`src/rtl/fifo_wr_arbiter_if.sv`:
```
// fifo_wr_arbiter_if: requester and FIFO write-port signals shared by the
// round-robin write arbiter and its environment.
//   req / req_data  : per-requester level request and data (slot i at
//                     [i*DATA_WIDTH +: DATA_WIDTH])
//   gnt             : one-hot capture pulse back to the requesters
//   fifo_wr_en/fifo_data_in : FIFO write port
//   fifo_full/fifo_wr_ack   : FIFO status (wr_ack is registered in the FIFO)
// master = arbiter side, slave = requesters + FIFO side.
interface fifo_wr_arbiter_if #(
    parameter int NUM_REQ    = 4,
    parameter int DATA_WIDTH = 16
);
    logic [NUM_REQ-1:0]            req;
    logic [NUM_REQ*DATA_WIDTH-1:0] req_data;
    logic [NUM_REQ-1:0]            gnt;
    logic                          fifo_wr_en;
    logic [DATA_WIDTH-1:0]         fifo_data_in;
    logic                          fifo_full;
    logic                          fifo_wr_ack;

    modport master (
        input  req, req_data, fifo_full, fifo_wr_ack,
        output gnt, fifo_wr_en, fifo_data_in
    );

    modport slave (
        output req, req_data, fifo_full, fifo_wr_ack,
        input  gnt, fifo_wr_en, fifo_data_in
    );
endinterface

```
`src/rtl/fifo_wr_arbiter.sv`:
```
// fifo_wr_arbiter: round-robin arbiter sharing one FIFO write port among
// NUM_REQ requesters. Each write is checked against the FIFO's registered
// wr_ack; an unacknowledged word is re-issued up to MAX_RETRY times and then
// dropped.
// Ports:
//   clk, rst   : clock, synchronous active-high reset
//   bus        : fifo_wr_arbiter_if.master (req/req_data/gnt, FIFO write port)
//   busy       : state is not IDLE
//   drop       : one-cycle pulse when the held word is discarded
//   drop_id    : owner of the dropped word, valid with drop
//   wr_cnt     : acknowledged writes, saturating
//   drop_cnt   : dropped words, saturating
module fifo_wr_arbiter #(
    parameter int NUM_REQ    = 4,
    parameter int DATA_WIDTH = 16,
    parameter int MAX_RETRY  = 2,
    parameter int CNT_WIDTH  = 16,
    localparam int ID_W      = $clog2(NUM_REQ)
) (
    input  logic                  clk,
    input  logic                  rst,
    fifo_wr_arbiter_if.master     bus,
    output logic                  busy,
    output logic                  drop,
    output logic [ID_W-1:0]       drop_id,
    output logic [CNT_WIDTH-1:0]  wr_cnt,
    output logic [CNT_WIDTH-1:0]  drop_cnt
);

    localparam logic [2:0] RETRY_LIMIT = 3'(MAX_RETRY);

    typedef enum logic [1:0] {
        IDLE  = 2'd0,
        WRITE = 2'd1,
        CHECK = 2'd2,
        RETRY = 2'd3
    } state_t;

    state_t                 state;
    logic [ID_W-1:0]        last;
    logic [2:0]             retry;
    logic [DATA_WIDTH-1:0]  hold;

    logic                   found;
    logic [ID_W-1:0]        winner;
    logic [ID_W-1:0]        scan_idx;
    logic [DATA_WIDTH-1:0]  win_data;

    // Search starts one past the previous winner so every requester gets a
    // turn before anyone is served twice.
    always_comb begin
        found    = 1'b0;
        winner   = '0;
        scan_idx = '0;
        for (int i = 1; i <= NUM_REQ; i++) begin
            scan_idx = ID_W'((int'(last) + i) % NUM_REQ);
            if (!found && bus.req[scan_idx]) begin
                found  = 1'b1;
                winner = scan_idx;
            end
        end
        win_data = bus.req_data[int'(winner)*DATA_WIDTH +: DATA_WIDTH];
    end

    always_ff @(posedge clk) begin
        if (rst) begin
            state            <= IDLE;
            last             <= ID_W'(NUM_REQ - 1);
            retry            <= '0;
            hold             <= '0;
            bus.gnt          <= '0;
            bus.fifo_wr_en   <= 1'b0;
            bus.fifo_data_in <= '0;
            busy             <= 1'b0;
            drop             <= 1'b0;
            drop_id          <= '0;
            wr_cnt           <= '0;
            drop_cnt         <= '0;
        end else begin
            bus.gnt <= '0;
            drop    <= 1'b0;
            case (state)
                IDLE: begin
                    if (found && !bus.fifo_full) begin
                        hold             <= win_data;
                        bus.fifo_data_in <= win_data;
                        bus.fifo_wr_en   <= 1'b1;
                        bus.gnt          <= NUM_REQ'(1) << winner;
                        last             <= winner;
                        retry            <= '0;
                        busy             <= 1'b1;
                        state            <= WRITE;
                    end
                end
                WRITE: begin
                    bus.fifo_wr_en <= 1'b0;
                    state          <= CHECK;
                end
                CHECK: begin
                    if (bus.fifo_wr_ack) begin
                        if (wr_cnt != '1) wr_cnt <= wr_cnt + 1'b1;
                        busy  <= 1'b0;
                        state <= IDLE;
                    end else if (retry < RETRY_LIMIT) begin
                        retry <= retry + 1'b1;
                        state <= RETRY;
                    end else begin
                        drop    <= 1'b1;
                        drop_id <= last;
                        if (drop_cnt != '1) drop_cnt <= drop_cnt + 1'b1;
                        busy    <= 1'b0;
                        state   <= IDLE;
                    end
                end
                RETRY: begin
                    // Held word is re-sent from the local copy; requester data
                    // may already have moved on.
                    if (!bus.fifo_full) begin
                        bus.fifo_data_in <= hold;
                        bus.fifo_wr_en   <= 1'b1;
                        state            <= WRITE;
                    end
                end
                default: state <= IDLE;
            endcase
        end
    end

endmodule

```
`src/flat_wrapper.sv`:
```
// flat-port wrapper written by rule: the top's interface ports become plain ports
module fifo_wr_arbiter_flat 
#(
    parameter int NUM_REQ    = 4,
    parameter int DATA_WIDTH = 16,
    parameter int MAX_RETRY  = 2,
    parameter int CNT_WIDTH  = 16,
    localparam int ID_W      = $clog2(NUM_REQ)
)
  (clk, rst, busy, drop, drop_id, wr_cnt, drop_cnt, bus_req, bus_req_data, bus_fifo_full, bus_fifo_wr_ack, bus_gnt, bus_fifo_wr_en, bus_fifo_data_in);
  fifo_wr_arbiter_if #(.NUM_REQ(NUM_REQ), .DATA_WIDTH(DATA_WIDTH)) bus_i ();
  input  logic clk;
  input  logic rst;
  output logic busy;
  output logic drop;
  output logic [ID_W-1:0] drop_id;
  output logic [CNT_WIDTH-1:0] wr_cnt;
  output logic [CNT_WIDTH-1:0] drop_cnt;
  input wire logic [$bits(bus_i.req)-1:0] bus_req;
  input wire logic [$bits(bus_i.req_data)-1:0] bus_req_data;
  input wire logic [$bits(bus_i.fifo_full)-1:0] bus_fifo_full;
  input wire logic [$bits(bus_i.fifo_wr_ack)-1:0] bus_fifo_wr_ack;
  output wire logic [$bits(bus_i.gnt)-1:0] bus_gnt;
  output wire logic [$bits(bus_i.fifo_wr_en)-1:0] bus_fifo_wr_en;
  output wire logic [$bits(bus_i.fifo_data_in)-1:0] bus_fifo_data_in;
  assign bus_i.req = bus_req;
  assign bus_i.req_data = bus_req_data;
  assign bus_i.fifo_full = bus_fifo_full;
  assign bus_i.fifo_wr_ack = bus_fifo_wr_ack;
  assign bus_gnt = bus_i.gnt;
  assign bus_fifo_wr_en = bus_i.fifo_wr_en;
  assign bus_fifo_data_in = bus_i.fifo_data_in;
  fifo_wr_arbiter #(.NUM_REQ(NUM_REQ), .DATA_WIDTH(DATA_WIDTH), .MAX_RETRY(MAX_RETRY), .CNT_WIDTH(CNT_WIDTH)) u_core (.clk(clk), .rst(rst), .bus(bus_i), .busy(busy), .drop(drop), .drop_id(drop_id), .wr_cnt(wr_cnt), .drop_cnt(drop_cnt));
endmodule
```
`config.mk`:
```
export PLATFORM = sky130hd
export DESIGN_NAME = fifo_wr_arbiter_flat
export DESIGN_NICKNAME = d
export VERILOG_FILES = /design/src/rtl/fifo_wr_arbiter_if.sv /design/src/rtl/fifo_wr_arbiter.sv /design/src/flat_wrapper.sv
export SDC_FILE = /design/constraint.sdc
export NUM_CORES = 1
export LEC_CHECK = 0
export CAP_MARGIN = 20
export CORE_MARGIN = 2
export CORE_UTILIZATION = 42
export DETAILED_ROUTE_END_ITERATION = 8
export PLACE_DENSITY = 0.73
export SYNTH_ARGS = -nofsm -noshare
export SYNTH_HDL_FRONTEND = slang
export SYNTH_SLANG_ARGS = --single-unit
```
`constraint.sdc`:
```
create_clock -name clk -period 2.7 [get_ports clk]
set_clock_uncertainty 0.15 [all_clocks]
set_input_delay 0.27 -clock clk [delete_from_list [all_inputs] [get_ports clk]]
set_output_delay 0.27 -clock clk [all_outputs]
set_load 0.005 [all_outputs]
```
==> results.md, run 1 <==
- Status: finished, final reports clean
- Rel. slew slack: 64.6%
- Commonest cells in the netlist: dfxtp_1, nor2_1, mux2i_1, nand2_1, nor2b_1
- Final core occ: 60.0%
- Min Tclk post-route: 2.32 ns
- Hold/Removal Path Class: in -> reg
- Adder-cell share of the synthesized area: 2.14%
- Synth Net Count: 531
- Starting Density: 42.7%
- Ant. Diodes: 0
- Cell taking the most area after synthesis: dfxtp_1
- Crit path kind: reg -> reg
- Sequential fraction of the synthesis area: 39.1%
- Antenna-violating nets left: 0
- Core box area: 0.00959 mm²
- Total number of vias: 3854
- Hold wc startpoint: rst
- Worst reg2reg startpoint: u_core.state[0]
- CP Buf/Inv Count: 1
- Clk slew on worst S/H paths: 0.09 ns
- Dominant synthesized flop cell: dfxtp_1
- Area growth from synthesis to layout: 40.5%
- # DRC: 0
- Root Buffer: clkbuf_8
- Starting DRC count in detailed routing: 110
- CTS Sinks: 80
- Vias in the first global route: 3773
- Critical path's largest stage delay: 0.39 ns
- Compound-Gate Fraction of Synth Area: 14.4%
- RSZ-0062 raised after global routing: false
- TritonCTS clock tree: done
- Via density: 5.39
- # setup viols final: 0
- Critical path endpoint category: flip-flop
- Post-Syn Area: 0.00409 mm²
- R2R Setup Slk: 0.38 ns
- Number of placed instances, taps included: 699
- First-pass GRT wire length: 17000 µm
- DP Wirelength: 7710 µm
- Post-Syn Instances: 452
- GPL Wtd Cong: 0.784
- Die Height: 103 µm
- Layout cell share with drive strength beyond 1: 9.62%
- RR Endpoint: u_core.wr_cnt[12]
- Synth async-reset ratio: 0%
- Largest family of logic cells by synthesized area: simple AND/OR/NAND/NOR gates
- Netlist cell types: 51
- Initial antenna violation count: 0
- Max H-tree Level: 3
- Post-CTS Hold Fix Bufs: 0
- VDD IR max: 353 µV
- Multiplexer share of the synthesized area: 13.5%
- Worst Hold End: u_core.bus.fifo_data_in[7]
- Die Wd: 103 µm
- Synth top area cells: dfxtp_1, mux2i_1, mux2_2, nor2_1, nand3b_1
- Xor/xnor share of the synthesized area: 4.71%
- Critical path's slowest cell: ha_1
- Hold Violations, Final: 0
- IO Count: 129
- R2R depth: 7
- Pwr/cell area: 512 mW/mm²
- Maxcap violations: 0
- DRT Pass-1 Iters: 5
- Grt ovf: 0
- Post-cts gate resize count: 0
- Largest net degree at the start of global routing: 38
- Non-filler cells in the finished layout: 715
- Worst Tran Pin Value: 0.530 ns
- Routed WL: 10600 µm
- Setup bufs post-CTS: 0
- Die Area: 0.0106 mm²
- Post-route clock period utilization: 85.8%
- Share of the synthesized area in the top cell type: 39.1%
- Avg WL per Cell: 14.8 µm
- Clk Latency, worst-skew pair: 0.35 ns
- Post-synthesis simple-gate area fraction: 21.9%
- Seq cells post-synth: 80
- Top-count cell post-synth: dfxtp_1
- CP startpoint kind: flip-flop
- # port buffers: 128
- Crit path cell chain: inv_1 -> ha_1 -> nand2_1 -> nor3_1 -> nor4b_1 -> xnor2_1 -> nor2_1
- Synthesized area per cell: 9.05 µm²
- GRT Util Overall: 19.9%
- Nets: 656
- Synth warnings: 0
- Pleak: 2.05 nW
- Fmax: 432 MHz
- Fin. max-slew vios: 0
- Setup TNS: 0 ns
- Clk buf depth: 2
- Critical path arrival: 2.40 ns
- Critical path's top delay family: simple AND/OR/NAND/NOR gates
- Number of synthesized flops with an enable pin: 0
- Std cell rows: 36
- Cts bufs inserted: 9
- Worst Hold Depth: 2
- Required @ worst endpoint: 2.79 ns
- Fillers: 859
- CP Max Fanout: 11
[registers in the layout, summed over array words and instances, names as in the netlist]
name                     flops
u_core.busy                  1
u_core.drop                  1
u_core.drop_cnt             16
u_core.retry                 3
u_core.state                 2
u_core.bus.gnt               4
u_core.bus.fifo_wr_en        1
u_core.last                  2
u_core.hold                 16
u_core.drop_id               2
u_core.wr_cnt               16
u_core.bus.fifo_data_in     16
[stage by stage]
| stage | hold slack, ns | setup WS (ns) | power, W | area [µm²] |
|---|---|---|---|---|
| after floorplan | 0.300 | 0.697 | 0.00176 | 4090 |
| after global placement | 0.303 | 0.309 | 0.00205 | 5550 |
| after detailed placement | 0.304 | 0.258 | 0.00207 | 5550 |
| after CTS | 0.150 | 0.398 | 0.00298 | 5750 |
| after global routing | 0.165 | 0.153 | 0.00309 | 5750 |
| final | 0.174 | 0.384 | 0.00294 | 5750 |
[worst register-to-register path, stage by stage, from the launching register on]
cell     delay [ns]
dfxtp_1        0.33
inv_1          0.11
ha_1           0.39
nand2_1        0.23
nor3_1         0.39
nor4b_1        0.37
xnor2_1        0.17
nor2_1         0.05
[cell type report]
type / instances / area (µm²) / share of cell area (%)
Multi-Input combinational cell: 338 / 2340 / 40.7
Tap cell: 133 / 166 / 2.89
Clock inverter: 7 / 77.6 / 1.35
Clock buffer: 9 / 124 / 2.15
Sequential cell: 80 / 1600 / 27.8
Timing Repair Buffer: 142 / 1420 / 24.7
Inverter: 6 / 22.5 / 0.392
[layout by cell type (no fill, tap or decap), types with 4 or more instances in the layout]
cell,instances
clkbuf_8,9
nor2b_1,19
nand4_1,5
nand3b_1,18
xnor2_1,15
o22ai_1,16
inv_1,6
clkdlybuf4s50_1,127
buf_4,11
nor4_1,5
mux2_2,17
o21ai_0,10
xor2_1,7
a211oi_1,5
nand3_1,15
nor2_1,41
mux2i_1,36
nor3b_1,4
nand2_1,20
and3_1,4
a21oi_1,17
nor3_1,9
nand2b_1,5
dfxtp_1,80
ha_1,7
o21ai_1,11
a31oi_1,18
[where the power goes]
part / internal (W) / leakage (nW) / switching (W) / total [W]
logic: 0.000405 / 1.30 / 0.000327 / 0.000732
registers: 0.00126 / 0.651 / 0.0000478 / 0.00131
clock network: 0.000437 / 0.101 / 0.000466 / 0.000903
total: 0.00210 / 2.05 / 0.000840 / 0.00294
[cell families after synthesis]
logic type | Yosys count
and+or+nand+nor | 162
adders and majority gates | 7
xor gates and xnor gates | 22
muxes | 53
buffers and inverters | 34
AOI/OAI and AO/OA | 94
DFF | 80
[how the worst max path moves through the flow]
stage                                             end             from  slack [ns]  depth (start not counted)
final                               u_core.wr_cnt[12]  u_core.state[0]        0.38                          7
after global routing       u_core.bus.fifo_data_in[5]  u_core.state[1]        0.15                          8
after CTS                         u_core.drop_cnt[10]  u_core.state[0]        0.40                          7
after detailed placement   u_core.bus.fifo_data_in[3]       bus_req[1]        0.26                          7
after global placement     u_core.bus.fifo_data_in[4]       bus_req[1]        0.31                          7
after floorplan           u_core.bus.fifo_data_in[15]  u_core.state[0]        0.70                          8
[per-layer routing]
layer | vias to the layer above | share of wire (%) | global-route usage, %
li1 | 1894 | - | -
met1 | 1806 | 44 | 24.2
met2 | 143 | 47 | 35.2
met3 | 11 | 8.5 | 3.86
met4 | 0 | 1.1 | 6.87
met5 | - | 0 | 0
(Power assumes the default switching activity.)
==> run 2: changes to the inputs <==
--- a/config.mk
+++ b/config.mk
@@ -7,9 +7,9 @@
 export LEC_CHECK = 0
 export CAP_MARGIN = 20
 export CORE_MARGIN = 2
-export CORE_UTILIZATION = 42
+export CORE_UTILIZATION = 40
 export DETAILED_ROUTE_END_ITERATION = 8
-export PLACE_DENSITY = 0.73
+export PLACE_DENSITY = 0.7
 export SYNTH_ARGS = -nofsm -noshare
 export SYNTH_HDL_FRONTEND = slang
 export SYNTH_SLANG_ARGS = --single-unit
==> results.md, run 2 (synthesis gave the netlist of run 1 again) <==
- Fillers: 896
- Post-cts gate resize count: 0
- Commonest non-fill, non-tap cell in the layout: clkdlybuf4s50_1
- Layout cell share with drive strength beyond 1: 9.43%
- Critical path endpoint category: flip-flop
- Post-route clock period utilization: 84.0%
- Cts bufs inserted: 9
- RSZ-0062 raised after global routing: false
- Grt ovf: 0
- CP Max Fanout: 24
- GRT Util Overall: 19.2%
- VDD IR max: 267 µV
- GPL Wtd Cong: 0.785
- Clk Latency, worst-skew pair: 0.34 ns
- Pleak: 2.06 nW
- First-pass GRT wire length: 17700 µm
- Hold wc startpoint: rst
- Worst Tran Pin Value: 0.502 ns
- Setup bufs post-CTS: 0
- Hold/Removal Path Class: in -> reg
- Switching power: 0.000800 W
- Pre-CTS worst setup slack: 0.261 ns
- Vias in the first global route: 3603
- Pwr/cell area: 519 mW/mm²
- Crit path to: u_core.bus.fifo_data_in[5]
- Max H-tree Level: 3
- Min Tclk post-route: 2.27 ns
- Initial antenna violation count: 0
- Non-filler cells in the finished layout: 716
- Clk buf depth: 2
- Avg WL per Cell: 15.1 µm
- Clock Power Share: 31.6%
- Int Pwr: 0.00219 W
- Root Buffer: clkbuf_8
- CP startpoint kind: flip-flop
- Starting DRC count in detailed routing: 130
- Maxcap violations: 0
- Starting Density: 41.5%
- Die Height: 105 µm
- Largest net degree at the start of global routing: 42
- Fin area: 0.00577 mm²
- Required @ worst endpoint: 2.77 ns
- Critical path arrival: 2.34 ns
- Worst reg2reg startpoint: u_core.state[0]
- Post-CTS Hold Fix Bufs: 0
- R2R Setup Slk: 0.43 ns
- Fin. max-slew vios: 0
- R2R depth: 8
- Number of placed instances, taps included: 700
- Seq pwr share: 43.8%
- # port buffers: 128
- Fmax: 441 MHz
- Die Wd: 105 µm
- DP Wirelength: 7850 µm
- CTS Sinks: 80
- Nets: 657
- Crit path kind: reg -> reg
- RR Endpoint: u_core.bus.fifo_data_in[5]
- Area growth from synthesis to layout: 41.0%
- Most frequent cells in the layout: clkdlybuf4s50_1, dfxtp_1, nor2_1
- TritonCTS clock tree: done
- Switching Share: 26.7%
- Source of the critical timing path: u_core.state[0]
- Hold Violations, Final: 0
- IO Count: 129
- Clk slew on worst S/H paths: 0.08 ns
- Total number of vias: 3796
- DRT Pass-1 Iters: 4
- Ant. Diodes: 0
- Rel. slew slack: 66.5%
- Die Area: 0.0111 mm²
- Std cell rows: 36
- Via density: 5.30
- # setup viols final: 0
- Core box area: 0.00986 mm²
- Antenna-violating nets left: 0
- Status: finished, final reports clean
- Combinational power share: 24.5%
- Setup TNS: 0 ns
- Routed WL: 10800 µm
- Dpl cell area: 0.00556 mm²
- Final setup margin: 0.433 ns
- # DRC: 0
## run 2: cell count changes in the layout (fill, tap and decap cells not counted)
| cell | delta |
|---|---|
| buf_4 | +1 |
| clkbuf_1 | +2 |
| inv_6 | -3 |
| bufinv_16 | +1 |
## run 2: metrics by stage
| stage | hold WS, ns | total power (W) | util (%) |
|---|---|---|---|
| 2_1_floorplan | 0.300 | 0.00176 | - |
| 3_3_place_gp | 0.295 | 0.00206 | 56.3 |
| 3_5_place_dp | 0.303 | 0.00208 | 56.3 |
| 4_1_cts | 0.125 | 0.00303 | 58.5 |
| 5_1_grt | 0.149 | 0.00314 | 58.5 |
| 6_report | 0.143 | 0.00299 | 58.5 |
## run 2: power groups by stage
stage | clock network (W) | registers (W) | logic, W
3_3_place_gp | 0 | 0.00134 | 0.000722
2_1_floorplan | 0 | 0.00133 | 0.000428
3_5_place_dp | 0 | 0.00134 | 0.000739
6_report | 0.000946 | 0.00131 | 0.000734
4_1_cts | 0.000979 | 0.00131 | 0.000741
5_1_grt | 0.00102 | 0.00132 | 0.000798
## run 2: critical path, cell delays in order, from the launching register on
cell      delay, ns
dfxtp_1        0.34
inv_1          0.11
ha_1           0.32
nor2_1         0.14
a211oi_4       0.43
buf_4          0.34
nor2b_1        0.08
a31oi_1        0.15
o22ai_1        0.10
## run 2: how the worst min path moves through the flow
stage,endpoint,cells past startpoint
2_1_floorplan,u_core.drop_id[0],2
3_3_place_gp,u_core.drop_id[1],2
3_5_place_dp,u_core.drop_id[1],2
4_1_cts,u_core.bus.fifo_wr_en,2
5_1_grt,u_core.state[1],2
6_report,u_core.bus.fifo_wr_en,2
## run 2: layout make-up
| type | count | area [µm²] | share of cell area [%] |
|---|---|---|---|
| clock inverter | 5 | 81.3 | 1.41 |
| timing repair buffer | 143 | 1430 | 24.7 |
| clock buffer | 11 | 131 | 2.28 |
| sequential | 80 | 1600 | 27.8 |
| inverter | 6 | 22.5 | 0.390 |
| tap | 133 | 166 | 2.88 |
| multi-input combinational | 338 | 2340 | 40.6 |
## run 2: routing by layer
metal / global-route usage [%] / wire length [µm] / up-vias
li1: - / - / 1897
met1: 24.0 / 4820 / 1772
met2: 32.7 / 5260 / 123
met3: 5.43 / 689 / 4
met4: 4.19 / 33 / 0
met5: 0 / 0 / -
==> run 3: changes to the inputs <==
==> constraint.sdc (replaced) <==
create_clock -name clk -period 2.2 [get_ports clk]
set_clock_uncertainty 0.15 [all_clocks]
set_input_delay 0.22 -clock clk [delete_from_list [all_inputs] [get_ports clk]]
set_output_delay 0.22 -clock clk [all_outputs]
set_load 0.005 [all_outputs]
==> results.md, run 3 (synthesis gave the netlist of run 1 again) <==
- Global Route met2 Usage: 35.2%
- Status: finished, final reports clean
- Fin Hold WS: 0.162 ns
- CP startpoint kind: flip-flop
- Cts bufs inserted: 9
- Crit path kind: reg -> reg
- Fin. max-slew vios: 0
- Final setup margin: 0.102 ns
- Met3 Resource Use GR: 4.62%
- Root Buffer: clkbuf_8
- Starting Density: 41.5%
- DRT Pass-1 Iters: 4
- Most frequent cells in the layout: clkdlybuf4s50_1, dfxtp_1, nor2_1
- CTS Sinks: 80
- # DRC: 0
- Core box area: 0.00986 mm²
- Number of placed instances, taps included: 722
- Layout cell share with drive strength beyond 1: 13.6%
- Pleak: 2.18 nW
- Layer with the highest usage: met2
- Setup bufs post-CTS: 0
- Post-route clock period utilization: 95.3%
- Commonest non-fill, non-tap cell in the layout: clkdlybuf4s50_1
- Maxcap violations: 0
- Avg WL per Cell: 15.1 µm
- Non-filler cells in the finished layout: 738
- Critical path's largest stage delay: 0.47 ns
- Setup TNS: 0 ns
- # setup viols final: 0
- Clk buf depth: 2
- Overall Power: 0.00371 W
- TritonCTS clock tree: done
- Rel. slew slack: 52.7%
- Via density: 5.28
- GPL Wtd Cong: 0.843
- Critical path arrival: 2.19 ns
- Pre-CTS worst setup slack: -0.152 ns
- Max H-tree Level: 3
- Starting DRC count in detailed routing: 127
- Met1 Track Usage GR: 24.3%
- # port buffers: 128
- Clk Latency, worst-skew pair: 0.34 ns
- Pwr/cell area: 621 mW/mm²
- Std cell rows: 36
- Vias in the first global route: 3907
- DP Wirelength: 8290 µm
- GRT Util Overall: 19.9%
- Total number of vias: 3898
- Post-cts gate resize count: 0
- Fmax: 477 MHz
- Die Area: 0.0111 mm²
- Initial antenna violation count: 0
- Die Wd: 105 µm
- Post-CTS Hold Fix Bufs: 0
- First-pass GRT wire length: 18400 µm
- VDD IR max: 364 µV
- Hold/Removal Path Class: in -> reg
- Critical path endpoint category: flip-flop
- CP Max Fanout: 6
- Critical path's top delay family: simple AND/OR/NAND/NOR gates
- Nets: 679
- CP Buf/Inv Count: 1
- Crit path cell chain: inv_1 -> ha_1 -> nand2b_1 -> or3_1 -> nor4b_1 -> xnor2_1 -> nor2_1
- Antenna-violating nets left: 0
- IO Count: 129
- Grt ovf: 0
- Largest net degree at the start of global routing: 26
- Hold Violations, Final: 0
- Critical path's slowest cell: or3_1
- Required @ worst endpoint: 2.29 ns
- Min Tclk post-route: 2.10 ns
- Clk slew on worst S/H paths: 0.09 ns
- Routed WL: 11100 µm
- RSZ-0062 raised after global routing: true
- Worst Tran Pin Value: 0.704 ns
- Die Height: 105 µm
- Area growth from synthesis to layout: 46.1%
- R2R Setup Slk: 0.10 ns
- Ant. Diodes: 0
## run 3: cell types whose count changed in the layout (fill, tap and decap cells not counted), sizes merged
cell / change
bufinv: -1
inv: +1
buf: +22
## run 3: worst register-to-register path: cells and delay by family, from the launching register on
family / cells / cell delay [ns]
DFF: 1 / 0.34
and+or+nand+nor: 4 / 0.97
adders and majority gates: 1 / 0.28
xor gates and xnor gates: 1 / 0.16
buffers and inverters: 1 / 0.10
## run 3: where the power goes
| group | switching (W) | internal [W] |
|---|---|---|
| clock | 0.000544 | 0.000595 |
| sequential | 0.0000580 | 0.00155 |
| combinational | 0.000418 | 0.000549 |
## run 3: per-stage QoR
| stage | cell area, µm² | utilization, % |
|---|---|---|
| 3_5_place_dp | 5750 | 58.3 |
| 5_1_grt | 5980 | 60.6 |
| 2_1_floorplan | 4090 | - |
| 4_1_cts | 5960 | 60.5 |
| 3_3_place_gp | 5750 | 58.3 |
| 6_report | 5980 | 60.6 |
## run 3: layer usage
layer	vias up	wire, µm
li1	1944	-
met1	1829	4970
met2	111	5410
met3	14	627
met4	0	109
met5	-	0
## run 3: layout make-up
cell class / count / area [µm²]
tap: 133 / 166
fill: 872 / 3890
multi-input combinational: 338 / 2360
clock inverter: 5 / 63.8
clock buffer: 11 / 151
inverter: 6 / 22.5
timing repair buffer: 165 / 1620
sequential: 80 / 1600
## run 3: final timing paths
path                           from             endpoint  cells after the start
setup / recovery    u_core.state[0]  u_core.drop_cnt[10]                      7
setup reg to reg    u_core.state[0]  u_core.drop_cnt[10]                      7
hold reg to reg   u_core.drop_id[1]    u_core.drop_id[1]                      2
hold / removal                  rst          u_core.busy                      2
==> patch 1, RTL diff (config.mk and constraints of run 2) <==
`DATA_WIDTH` is set to 16 in 3 places; all go to 14.
--- a/src/rtl/fifo_wr_arbiter_if.sv
+++ b/src/rtl/fifo_wr_arbiter_if.sv
@@ -8,7 +8,7 @@
 // master = arbiter side, slave = requesters + FIFO side.
 interface fifo_wr_arbiter_if #(
     parameter int NUM_REQ    = 4,
-    parameter int DATA_WIDTH = 16
+    parameter int DATA_WIDTH = 14
 );
     logic [NUM_REQ-1:0]            req;
     logic [NUM_REQ*DATA_WIDTH-1:0] req_data;
--- a/src/rtl/fifo_wr_arbiter.sv
+++ b/src/rtl/fifo_wr_arbiter.sv
@@ -12,7 +12,7 @@
 //   drop_cnt   : dropped words, saturating
 module fifo_wr_arbiter #(
     parameter int NUM_REQ    = 4,
-    parameter int DATA_WIDTH = 16,
+    parameter int DATA_WIDTH = 14,
     parameter int MAX_RETRY  = 2,
     parameter int CNT_WIDTH  = 16,
     localparam int ID_W      = $clog2(NUM_REQ)
--- a/src/flat_wrapper.sv
+++ b/src/flat_wrapper.sv
@@ -2,7 +2,7 @@
 module fifo_wr_arbiter_flat 
 #(
     parameter int NUM_REQ    = 4,
-    parameter int DATA_WIDTH = 16,
+    parameter int DATA_WIDTH = 14,
     parameter int MAX_RETRY  = 2,
     parameter int CNT_WIDTH  = 16,
     localparam int ID_W      = $clog2(NUM_REQ)
Interface: changed (resized bus_fifo_data_in and bus_req_data); port bits go from 129 to 119. No check against the original RTL was run, so the function may have changed too.
==> patch 1 against run 2 <==
  * Sequential cell count fell by 4
  * Cell count rose by 8.8%
  * Sequential power fell by 4%
  * Routed wire length rose by 9.0%
  * Sequential share of layout area fell by 1.8 points
  * Total power barely moved
  * Via count rose by 15%
  * Synthesized cell count rose by 16%
  * Final area rose by 1.5%
  * Clock power rose by 6%
  * Worst setup slack got worse by 120 ps
  * Synthesized area rose by 3.2%
  * Critical path type unchanged
  * Critical endpoint is now u_core.bus.fifo_data_in[11]$_SDFFE_PP0P_
  * Largest cell class unchanged
==> patch 1: results (changes against run 2) <==
[global_route]
grt_pass1_vias = 4238  ; was 3,603
antenna_found_initial = 0  ; unchanged
grt_max_degree = 60  ; was 42
grt.total_usage = 0.210  ; was 0.192
grt_pass1_wl_um = 19500  ; was 17,700 um

[routing]
viasPerCell = 5.59  ; was 5.30
avgRoutedWirePerCell_um = 15.1  ; about the same
drtPass1Iterations = 4  ; unchanged
drtIter0Drc = 221  ; was 130

[cells_and_area]
nFillCells = 948  ; was 896
drive_above_1_share = 0.0809  ; was 0.0943
final_nets = 709  ; was 657
top_regs = u_core.drop_cnt: 16 flops, u_core.wr_cnt: 16 flops
fin_cells = 779  ; was 716
finish.utilization = 0.570  ; was 0.585

[pwr]
leakagePower_nw = 2.22  ; was 2.06 nW
peakVddDrop_mv = 0.346  ; was 0.267 mV

[run_status]
outcome = complete, no violations  ; unchanged

[setup_path]
crit_family = simple AND/OR/NAND/NOR gates  ; was compound AO/OA/AOI/OAI gates
r2r.worst_path.cells = 6  ; was 8
startpoint = u_core.state[0]$_SDFFE_PP0P_  ; unchanged
ff2ff_setup_slack_ps = 310  ; was 430 ps
crit_slowest_cell = nor3_2  ; was a211oi_4
rr_endpoint = u_core.bus.fifo_data_in[11]$_SDFFE_PP0P_  ; was u_core.bus.fifo_data_in[5]$_SDFFE_PP0P_
slowest_delay_ps = 850  ; was 430 ps
crit_arrival_ps = 2490  ; was 2340 ps
startpoint_type = flip-flop  ; unchanged
critical_path.max_fanout = 14  ; was 24
end_kind = flip-flop  ; unchanged

[sta]
hold_slack_ps = 306  ; was 143 ps
maxClockFrequency_mhz = 418  ; was 441 MHz
worst_pin_slew_ps = 1070  ; was 502 ps

[placed_design]
post-place-cells = 763  ; was 700
portBuffers = 118  ; was 128
place_hpwl_um = 8630  ; was 7850 um
place.gp.congestion = 0.860  ; was 0.785
pre_cts_ws_ps = 96.5  ; was 261 ps
placed_area_sq_mm = 0.00562  ; was 0.00556 sq mm

[yosys]
syn_nets = 596  ; was 531
synth_area_leaders = dfxtp_1, nor2_1, and3_1  ; was dfxtp_1, mux2i_1, mux2_2
ys_types = 47  ; was 51
synth-compound-area-share = 0.260  ; was 0.144
yosys.area_share.xor_xnor = 0.0560  ; was 0.0471
synthAdderAreaFrac = 0.0207  ; was 0.0214
synthTopCellsByCount = dfxtp_1, nor2_1, and3_1, nand2_1, o21ai_0  ; was dfxtp_1, nor2_1, mux2i_1, nand2_1, nor2b_1
syn_area_per_cell_sq_um = 8.05  ; was 9.05 sq um
yosysSeqAreaShare = 0.360  ; was 0.391
synth_mux_area_frac = 0.0148  ; was 0.135

[worst_hold_path]
hold_depth = 2  ; unchanged
min_to = u_core.wr_cnt[0]$_SDFFE_PP0P_  ; was u_core.bus.fifo_wr_en$_SDFFE_PP0P_
hold_class = in2reg  ; unchanged

[clocking]
clkTransAtPathRegs_ps = 70
clkLatencyLatePin_ps = 340  ; about the same
root_buffer = clkbuf_8  ; unchanged
ctsHtreeMaxLevel = 3  ; unchanged
post_cts_buffers = 0  ; unchanged

==> patch 1: cell types whose count changed after synthesis, sizes merged, moves of 16 or more <==
cell / delta
and3: +31
xor2: +18
a31oi: -17
o22ai: -16
nor2: +36
o2111ai: +18
mux2i: -32
nand3b: -18
o211ai: +23
a21boi: +29
==> patch 1: metal layers <==
metal	track usage	routed length (um)	vias up
met5	0	0	-
met4	0.0751	237	0
met3	0.0407	809	23
met2	0.370	5730	169
met1	0.254	4990	2014
li1	-	-	2150
==> patch 1: report_power, final <==
group	total, W	internal, W	switching [W]
Clock	0.00100	0.000593	0.000407
Combinational	0.000738	0.000358	0.000380
Sequential	0.00126	0.00120	0.0000576
==> patch 1: cell type report <==
class	count	area share
well taps	136	0.0290
repair buffers	139	0.232
clock buffers	12	0.0282
multi-input cells	403	0.433
flip-flops and latches	76	0.260
clock inverters	4	0.0120
inverters	9	0.00577
==> patch 2, RTL diff (config.mk and constraints of run 2) <==
Made on the original files. Put one more register stage on the output `drop_cnt`, with the module's reset. The value now appears one clock later. The other outputs are not delayed to match.
--- a/src/rtl/fifo_wr_arbiter.sv
+++ b/src/rtl/fifo_wr_arbiter.sv
@@ -35,6 +35,8 @@
         CHECK = 2'd2,
         RETRY = 2'd3
     } state_t;
+
+    logic [CNT_WIDTH-1:0] drop_cnt_s0;
 
     state_t                 state;
     logic [ID_W-1:0]        last;
@@ -75,7 +77,7 @@
             drop             <= 1'b0;
             drop_id          <= '0;
             wr_cnt           <= '0;
-            drop_cnt         <= '0;
+            drop_cnt_s0      <= '0;
         end else begin
             bus.gnt <= '0;
             drop    <= 1'b0;
@@ -107,7 +109,7 @@
                     end else begin
                         drop    <= 1'b1;
                         drop_id <= last;
-                        if (drop_cnt != '1) drop_cnt <= drop_cnt + 1'b1;
+                        if (drop_cnt_s0 != '1) drop_cnt_s0 <= drop_cnt_s0 + 1'b1;
                         busy    <= 1'b0;
                         state   <= IDLE;
                     end
@@ -126,5 +128,13 @@
         end
     end
 
+    always_ff @(posedge clk) begin
+        if (rst) begin
+            drop_cnt <= '0;
+        end else begin
+            drop_cnt <= drop_cnt_s0;
+        end
+    end
+
 endmodule
 
Behaviour: same outputs for any inputs over 4 cycles, from zero or initial values and one cycle with rst high; that may be too few to reach the edited logic, so the function may still have changed.
==> patch 2 against run 2 <==
  * Synthesized area rose by 9.7%
  * Worst setup slack improved by 7.4 ps
  * Critical endpoint is now u_core.bus.fifo_data_in[14]$_SDFFE_PP0P_
  * Clock power rose by 18%
  * Sequential cell count rose by 16
  * Maximum frequency rose by 0.33%
  * Sequential power rose by 18%
  * Cell count rose by 4.5%
  * Largest cell class unchanged
  * Total power rose by 14%
  * Critical path type unchanged
  * First-iteration DRC count rose by 32%
  * Routed wire length rose by 3.4%
  * Non-clock buffer count rose by 1
  * Final area rose by 7.9%
==> patch 2: results (changes against run 2) <==
[run_status]
outcome = complete, no violations  ; unchanged

[setup_path]
slowest_delay_ps = 360  ; was 430 ps
crit_slowest_cell = buf_4  ; was a211oi_4
ff2ff_setup_slack_ps = 440
endpoint = u_core.bus.fifo_data_in[14]$_SDFFE_PP0P_  ; was u_core.bus.fifo_data_in[5]$_SDFFE_PP0P_
crit_arrival_ps = 2300  ; was 2340 ps
startpoint_type = flip-flop  ; unchanged
critical_path.max_fanout = 28  ; was 24

[sta]
hold_slack_ps = 338  ; was 143 ps
maxClockFrequency_mhz = 443  ; was 441 MHz
slew_headroom = 0.370  ; was 0.665

[global_route]
grt_max_degree = 59  ; was 42
antenna_found_initial = 0  ; unchanged
grt.total_usage = 0.194  ; was 0.192
grt_pass1_wl_um = 18700  ; was 17,700 um

[cells_and_area]
nFillCells = 988  ; was 896
fin_cells = 748  ; was 716
final_nets = 683  ; was 657
syn_to_final_growth_pct = 38.7  ; was 41.0%
drive_above_1_share = 0.102  ; was 0.0943

[yosys]
syn_area_per_cell_sq_um = 9.41  ; was 9.05 sq um
synth-compound-area-share = 0.129  ; was 0.144
synthTopCellsByCount = dfxtp_1, nor2_1, mux2i_1, nor2b_1, nand2_1  ; was dfxtp_1, nor2_1, mux2i_1, nand2_1, nor2b_1
yosysSeqAreaShare = 0.428  ; was 0.391
ys_types = 55  ; was 51
yosys.area_share.xor_xnor = 0.0351  ; was 0.0471
synth_area_leaders = dfxtp_1, mux2i_1, nor2b_1  ; was dfxtp_1, mux2i_1, mux2_2
synth_mux_area_frac = 0.126  ; was 0.135
synthAdderAreaFrac = 0.0195  ; was 0.0214
syn_nets = 556  ; was 531
async_flop_share = 0  ; unchanged

[clocking]
clkTransAtPathRegs_ps = 90
clkLatencyLatePin_ps = 360  ; was 340 ps
cts_max_path_buffers = 2  ; unchanged

[worst_hold_path]
worstHoldStart = u_core.last[0]$_SDFFE_PP1P_  ; was rst
hold_class = reg2reg  ; was in2reg
min_to = u_core.drop_id[0]$_SDFFE_PP0P_  ; was u_core.bus.fifo_wr_en$_SDFFE_PP0P_

[placed_design]
post-place-cells = 733  ; was 700
place_hpwl_um = 8260  ; was 7850 um
pre_cts_ws_ps = 197  ; was 261 ps
place.gp.congestion = 0.842  ; was 0.785
placed_area_sq_mm = 0.00598  ; was 0.00556 sq mm
portBuffers = 128  ; unchanged

[routing]
drtIter0Drc = 172  ; was 130
wirelength_um = 11200  ; was 10,800 um
via_count = 3936  ; was 3,796

[pwr]
peakVddDrop_mv = 0.265  ; was 0.267 mV
leakagePower_nw = 2.21  ; was 2.06 nW

## patch 2: area by class of cell
| type | instances | share of cell area |
|---|---|---|
| Clock inverter | 5 | 0.0167 |
| Sequential cell | 96 | 0.309 |
| Clock buffer | 10 | 0.0221 |
| Inverter | 9 | 0.00543 |
| Tap cell | 140 | 0.0281 |
| Multi-Input combinational cell | 344 | 0.391 |
| Timing Repair Buffer | 144 | 0.228 |
## patch 2: where the power goes
group | internal [W] | switching [W] | leakage [nW]
sequential | 0.00150 | 0.0000508 | 0.780
clock | 0.000637 | 0.000481 | 0.123
combinational | 0.000416 | 0.000338 | 1.31
total | 0.00255 | 0.000870 | 2.21
## patch 2: per-layer routing
metal,global-route usage,wire length (um),vias up
met5,0,0,-
met4,0.0443,102,0
met3,0.0528,639,8
met2,0.319,5290,109
met1,0.254,5130,1847
li1,-,-,1972
